--- src/rtl/pipe_skid_stage.sv ---
// Two-entry valid/ready pipeline stage: registered out_data and in_ready, with a skid slot.
// Optional backpressure counter on stall_cnt is compiled in when PIPE_STALL_CNT_EN is defined.
module pipe_skid_stage #(
    parameter int unsigned  W         = 32,
    parameter logic [W-1:0] RST_VAL   = W'(32'h0000_3000),
    parameter logic [W-1:0] FLUSH_VAL = '0
) (
    input  logic         clk,
    input  logic         rst_n,
    input  logic         in_valid,
    output logic         in_ready,
    input  logic [W-1:0] in_data,
    input  logic         flush,
    output logic         out_valid,
    input  logic         out_ready,
    output logic [W-1:0] out_data
`ifdef PIPE_STALL_CNT_EN
    ,
    output logic [15:0]  stall_cnt
`endif
);

    typedef enum logic [1:0] {
        EMPTY = 2'd0,
        ONE   = 2'd1,
        FULL  = 2'd2
    } state_t;

    state_t         state_q, state_d;
    logic [W-1:0]   main_q, main_d;
    logic [W-1:0]   skid_q, skid_d;
    logic           in_ready_q, in_ready_d;
    logic           out_valid_q, out_valid_d;
    logic           acc, dep;

    assign acc = in_valid & in_ready_q;
    assign dep = out_valid_q & out_ready;

    always_comb begin
        state_d = state_q;
        main_d  = main_q;
        skid_d  = skid_q;
        if (flush) begin
            state_d = EMPTY;
            main_d  = FLUSH_VAL;
        end else begin
            unique case (state_q)
                EMPTY: begin
                    if (acc) begin
                        state_d = ONE;
                        main_d  = in_data;
                    end
                end
                ONE: begin
                    if (acc && dep) begin
                        main_d = in_data;
                    end else if (acc) begin
                        state_d = FULL;
                        skid_d  = in_data;
                    end else if (dep) begin
                        state_d = EMPTY;
                    end
                end
                FULL: begin
                    if (dep) begin
                        state_d = ONE;
                        main_d  = skid_q;
                    end
                end
                default: state_d = EMPTY;
            endcase
        end
        // Handshake flags are registered copies of the next occupancy.
        in_ready_d  = (state_d != FULL);
        out_valid_d = (state_d != EMPTY);
    end

    always_ff @(posedge clk) begin
        if (!rst_n) begin
            state_q     <= EMPTY;
            main_q      <= RST_VAL;
            skid_q      <= '0;
            in_ready_q  <= 1'b1;
            out_valid_q <= 1'b0;
        end else begin
            state_q     <= state_d;
            main_q      <= main_d;
            skid_q      <= skid_d;
            in_ready_q  <= in_ready_d;
            out_valid_q <= out_valid_d;
        end
    end

    assign in_ready  = in_ready_q;
    assign out_valid = out_valid_q;
    assign out_data  = main_q;

`ifdef PIPE_STALL_CNT_EN
    logic [15:0] stall_q, stall_d;

    always_comb begin
        stall_d = stall_q;
        if (out_valid_q && !out_ready && (stall_q != '1)) begin
            stall_d = stall_q + 16'd1;
        end
    end

    always_ff @(posedge clk) begin
        if (!rst_n) begin
            stall_q <= '0;
        end else begin
            stall_q <= stall_d;
        end
    end

    assign stall_cnt = stall_q;
`endif

endmodule

--- config.mk ---
export PLATFORM = sky130hd
export DESIGN_NAME = pipe_skid_stage
export DESIGN_NICKNAME = d
export VERILOG_FILES = /design/src/rtl/pipe_skid_stage.sv
export SDC_FILE = /design/constraint.sdc
export NUM_CORES = 1
export LEC_CHECK = 0
export ABC_AREA = 1
export CAP_MARGIN = 20
export CORE_MARGIN = 2
export CORE_UTILIZATION = 35
export CTS_CLUSTER_SIZE = 10
export DETAILED_ROUTE_END_ITERATION = 10
export HOLD_SLACK_MARGIN = 0.06
export PLACE_DENSITY = 0.63
export REMOVE_ABC_BUFFERS = 1
export SYNTH_ARGS = -nofsm -noshare
export SYNTH_HDL_FRONTEND = slang
export SYNTH_SLANG_ARGS = --single-unit
--- constraint.sdc ---
create_clock -name clk -period 1.6 [get_ports clk]
set_clock_uncertainty 0.15 [all_clocks]
set_input_delay 0.32 -clock clk [delete_from_list [all_inputs] [get_ports clk]]
set_output_delay 0.32 -clock clk [all_outputs]
set_load 0.005 [all_outputs]
; ---- After elaboration in Yosys (flattened, before gate mapping)
; Index checks and enable logic that the tools add are counted.
[op_classes]
muxes = 12
eq_ne = 9
reduce_logical = 9
n_bitwise = 5
[ops]
columns = op, count
row1 = 32-bit 2-to-1 mux, 3
row2 = 32-bit one-hot mux with 3 select lines, 1
row3 = 14-bit 2-to-1 mux, 1
row4 = 2-bit 2-to-1 mux, 6
row5 = 4-bit AND reduction, 3
row6 = 3-bit != test (second input constant), 3
row7 = 2-bit != test (second input constant), 4
row8 = 2-bit one-hot mux with 3 select lines, 1
row9 = 4-bit nonzero test, 1
row10 = 1-bit NOT, 3
row11 = 3-bit nonzero test, 1
row12 = 1-bit bitwise AND, 2
row13 = 2-bit by 1-bit == test with 1-bit output (second input constant), 1
row14 = 2-bit == test (second input constant), 1
row15 = 2-bit zero test, 1
row16 = 2-bit nonzero test, 1
row17 = 2-bit OR reduction, 1
row18 = 1-bit logical AND, 1
[word_totals]
out_inout_bits = 34
input_bits = 37
elab_cells = 41
register_bits = 68

; ---- Logic depth before layout (Yosys ltp)
[logic_depth]
depth_word = 7
depth_mapped = 11
ltp_nobuf = 10

; ---- Least setup slack after synthesis
; OpenSTA, ideal clock, no wires.
[synth_timing]
path_kind = register to register
startpoint = reg state_q[0]
endpoint = reg main_q[10], in the netlist out_data[10]
setup_time_ps = 113
n_path_buf = 1
t_required_ps = 1337
path_stages_with_launch = 12
arrival_time_ps = 1400
path_slack_ps = -63
synth_period_minus_slack_ps = 1663
path_cell_list = dfxtp_1 > inv_1 > ha_1 > inv_2 > nand2_1 > nor2_1 > nor2_4 > nand2_2 > buf_6 > nand2_1 > nand2_1 > nor2_1
[synth_between]
elab_chain_len = 3
word_cells_on_any_way = 9
classes_between = 5 x eq/ne / 1 x mux / 3 x reduce/logical
[synth_lines]
columns = item, line_no
row1 = from (decl), 29  ; state_t state_q, state_d;
row2 = from (signal assigned), 86  ; state_q <= state_d;
row3 = 2-bit by 1-bit == test with 1-bit output (tied with other cells), 47  ; unique case (state_q)
row4 = 2-bit != test (no line) / 3-bit nonzero test (equally long branches), --
row5 = 4-bit AND reduction (no line), --
row6 = to (signal assigned), 87  ; main_q <= main_d;
row7 = to (decl), 30  ; logic [W-1:0] main_q, main_d;
; Several ways; a longest one is shown, not always the timed one.
; A chain may end at the register's enable or synchronous reset.

; ---- Worst setup path in the final report
[layout_timing]
startpoint = reg state_q[0]
endpoint = reg skid_q[2]
[layout_between]
elab_chain_len = 2
[layout_lines]
columns = item, line_no
row1 = 2-bit by 1-bit == test with 1-bit output, 47
row2 = 4-bit AND reduction (no line), --
row3 = to (signal assigned), 88  ; skid_q <= skid_d;
row4 = to (decl), 31  ; logic [W-1:0] skid_q, skid_d;
; Every way passes these cells.

==> results.cfg <==
[global_routing]
grt_pass1_vias = 3072
grtUsageTotal_pct = 19.62
antenna_found_initial = 0
grt_pass1_wl_um = 14990
grt_max_degree = 39
grt-ovfl-total = 0

[clock_tree]
cts_buffers = 9
clk_path_buf_depth = 2
cts_max_level = 3
cts-root-buf = clkbuf_8
clock_latency_ns = 0.35
cts.sinks = 68
cts_tree = yes
clk_pin_slew_ns = 0.08

[floorplan]
dieHeight_um = 97.93
core-area_mm2 = 0.008636
rows = 34
die-area_mm2 = 0.009590
die_w_um = 97.93
ios = 71
start_util_pct = 35.76

[route]
vias = 3258
drt_iter0_drc = 112
wl_met2_um = 4868
met3_length_um = 430
drc = 0
detail-route-antenna-nets = 0
top_layer_used = met4
firstDrtPassIters = 4
routed_via_density = 4.885
wl_um = 9867
wl_per_cell_um = 14.79
wl_met1_um = 4349

[worst_setup_path]
crit_slowest_cell = dfxtp_2
setup.worst_path.end_class = flip-flop
cpMostUsedCell = buf_6
cp.required_ns = 1.74
reg2reg_slack_ns = -0.13
cp_max_fo = 5
cp-startpoint = state_q[0]
timing.rr.start = state_q[0]
critPathKind = reg -> reg
crit_family = buffers and inverters
worst-path-buf-inv = 5
crit_chain = buf_6 -> ha_4 -> inv_4 -> nor2_4 -> nand3_4 -> buf_6 -> buf_8 -> buf_16 -> a21oi_2
rr_worst_depth = 9
r2r-end = skid_q[2]
path_depth = 9
cp_data_arrival_time_ns = 1.87
cpPeakStageDelay_ns = 0.37
cp-start-kind = flip-flop

[logic_synthesis]
synthCells = 446
synth-seq-cells = 68
ys_types = 21
synth_ff_type = dfxtp_1
ys_seq_area_share_pct = 44.08
async_flop_share_pct = 0
synth_area_mm2 = 0.003088
ys_warn_count = 0
synth_edf_count = 0
synth.avg_cell_area_um2 = 6.924

[placement]
dp_cells = 623
postPlaceCellArea_mm2 = 0.004079
port_buffers = 70
hpwlAfterDp_um = 5194
place_congestion = 0.9148

[finish]
antenna_cells = 0
final_cell_area_mm2 = 0.005076
drive_above_1_share_pct = 26.83
areaGrowthSynthToFinish_pct = 64.38
layout.nets = 595
layout.cells.non_filler = 667

[timing]
period_minus_slack_ns = 1.730
rsz0062_at_grt = yes
fin_ws_ns = -0.1297
hold_viol = 0
slew_headroom_pct = 80.34
tightest_slew_ns = 0.2948
slew_viol_final = 0
fmax_ghz = 0.5781
setup_viol = 62
period_share_pct = 108.1
whs_ns = 0.3011
tns_ns = -4.226

[pwr]
pwr-share-seq_pct = 44.2
irDropWorstVdd_mv = 0.4203
clkPwrFrac_pct = 35.1
switching_share_pct = 27.17
p_total_w = 0.004077
p_leak_nw = 2.281
power.share.combinational_pct = 20.7
power.density_mw_per_mm2 = 803.3
power.internal_w = 0.002969
switching_power_w = 0.001108

[hold_path]
min_path_cells = 2
hold_end = skid_q[26]
hp-start = skid_q[26]
holdCritPathClass = reg -> reg

[job]
drv_cap = 0

[status]
status = finished with violations
violations = setup timing
layer usage:
layer	up-vias	global-route usage, %
li1	1639	-
met1	1535	23.24
met2	68	34.14
met3	16	4.653
met4	0	7.906
met5	-	0
how the worst max path moves through the flow:
stage | end | slack (ns)
global placement | out_data[12] | -0.38
global route | skid_q[25] | -0.17
CTS | skid_q[3] | -0.08
detailed placement | skid_q[23] | -0.41
floorplan | out_data[0] | -0.96
finish | skid_q[2] | -0.13
cell usage after synthesis, types with 4 or more instances:
cell type	n	area, um2
nand3_1	33	165.2
o21a_1	24	180.2
nor2_1	69	259.0
o21ai_1	5	25.02
a21oi_1	32	160.2
dfxtp_1	68	1361
ha_1	4	50.05
buf_2	6	30.03
inv_1	50	187.7
clkbuf_1	15	56.30
o21ai_0	36	180.2
nand2_1	91	341.6
flip-flops by register name, summed over array words and instances (netlist names):
signal and count:
in_ready 1, skid_q 32, out_valid 1, out_data 32, state_q 2
worst min-delay path, delay by kind of cell, from the launching register on:
family | cells | cell delay, ns
buffers and inverters | 1 | 0.06
AOI/OAI and AO/OA | 1 | 0.05
DFF | 1 | 0.30
logic make-up (layout without fill, tap and decap cells):
logic type / after synthesis / count (layout) / synth area share, %
flip-flops: 68 / 68 / 44.08
AO/OA/AOI/OAI: 97 / 97 / 17.67
buffers and inverters: 78 / 190 / 10.33
adder cells (fa/ha/maj): 4 / 4 / 1.621
AND/OR/NAND/NOR: 199 / 200 / 26.30
final cells by class:
type	count	area (um2)
fill	761	3560
multi-input combinational	301	1707
timing repair buffer	122	1455
sequential	68	1383
inverter	52	202.7
clock buffer	12	145.1
tap	108	135.1
clock inverter	4	48.80
per-stage QoR:
stage	utilization, %	setup WS (ns)
finish	58.78	-0.1297
global route	58.78	-0.1713
CTS	56.16	-0.08443
detailed placement	47.23	-0.4050
global placement	47.23	-0.3775
floorplan	-	-0.9632
layout by cell type (no fill, tap or decap), drive strengths merged:
master / instances
o21a: 24
o21ai: 41
nand3: 34
bufbuf: 1
clkbuf: 15
buf: 48
inv: 52
dlygate4sd2: 35
nand2: 94
nand4: 1
clkdlybuf4s50: 35
a21oi: 32
ha: 4
clkinv: 3
dfxtp: 68
nor2: 71
bufinv: 1
what timing repair did:
item	CTS	global route
gates resized for setup	133	50
endpoints found under the setup margin	98	65
hold endpoints to repair	0	0
buffers inserted	17	2
pin swaps	19	6
hold buffers	0	0
cloned	8	4
power groups by stage:
stage	clock network (W)	logic (W)	registers (W)
after global routing	0.00152	0.000921	0.00181
after floorplan	0	0.000293	0.00184
final	0.00143	0.000844	0.00180
after detailed placement	0	0.000657	0.00184
after global placement	0	0.000649	0.00184
after CTS	0.00145	0.000774	0.00180
Power figures use the tool's default switching activity.
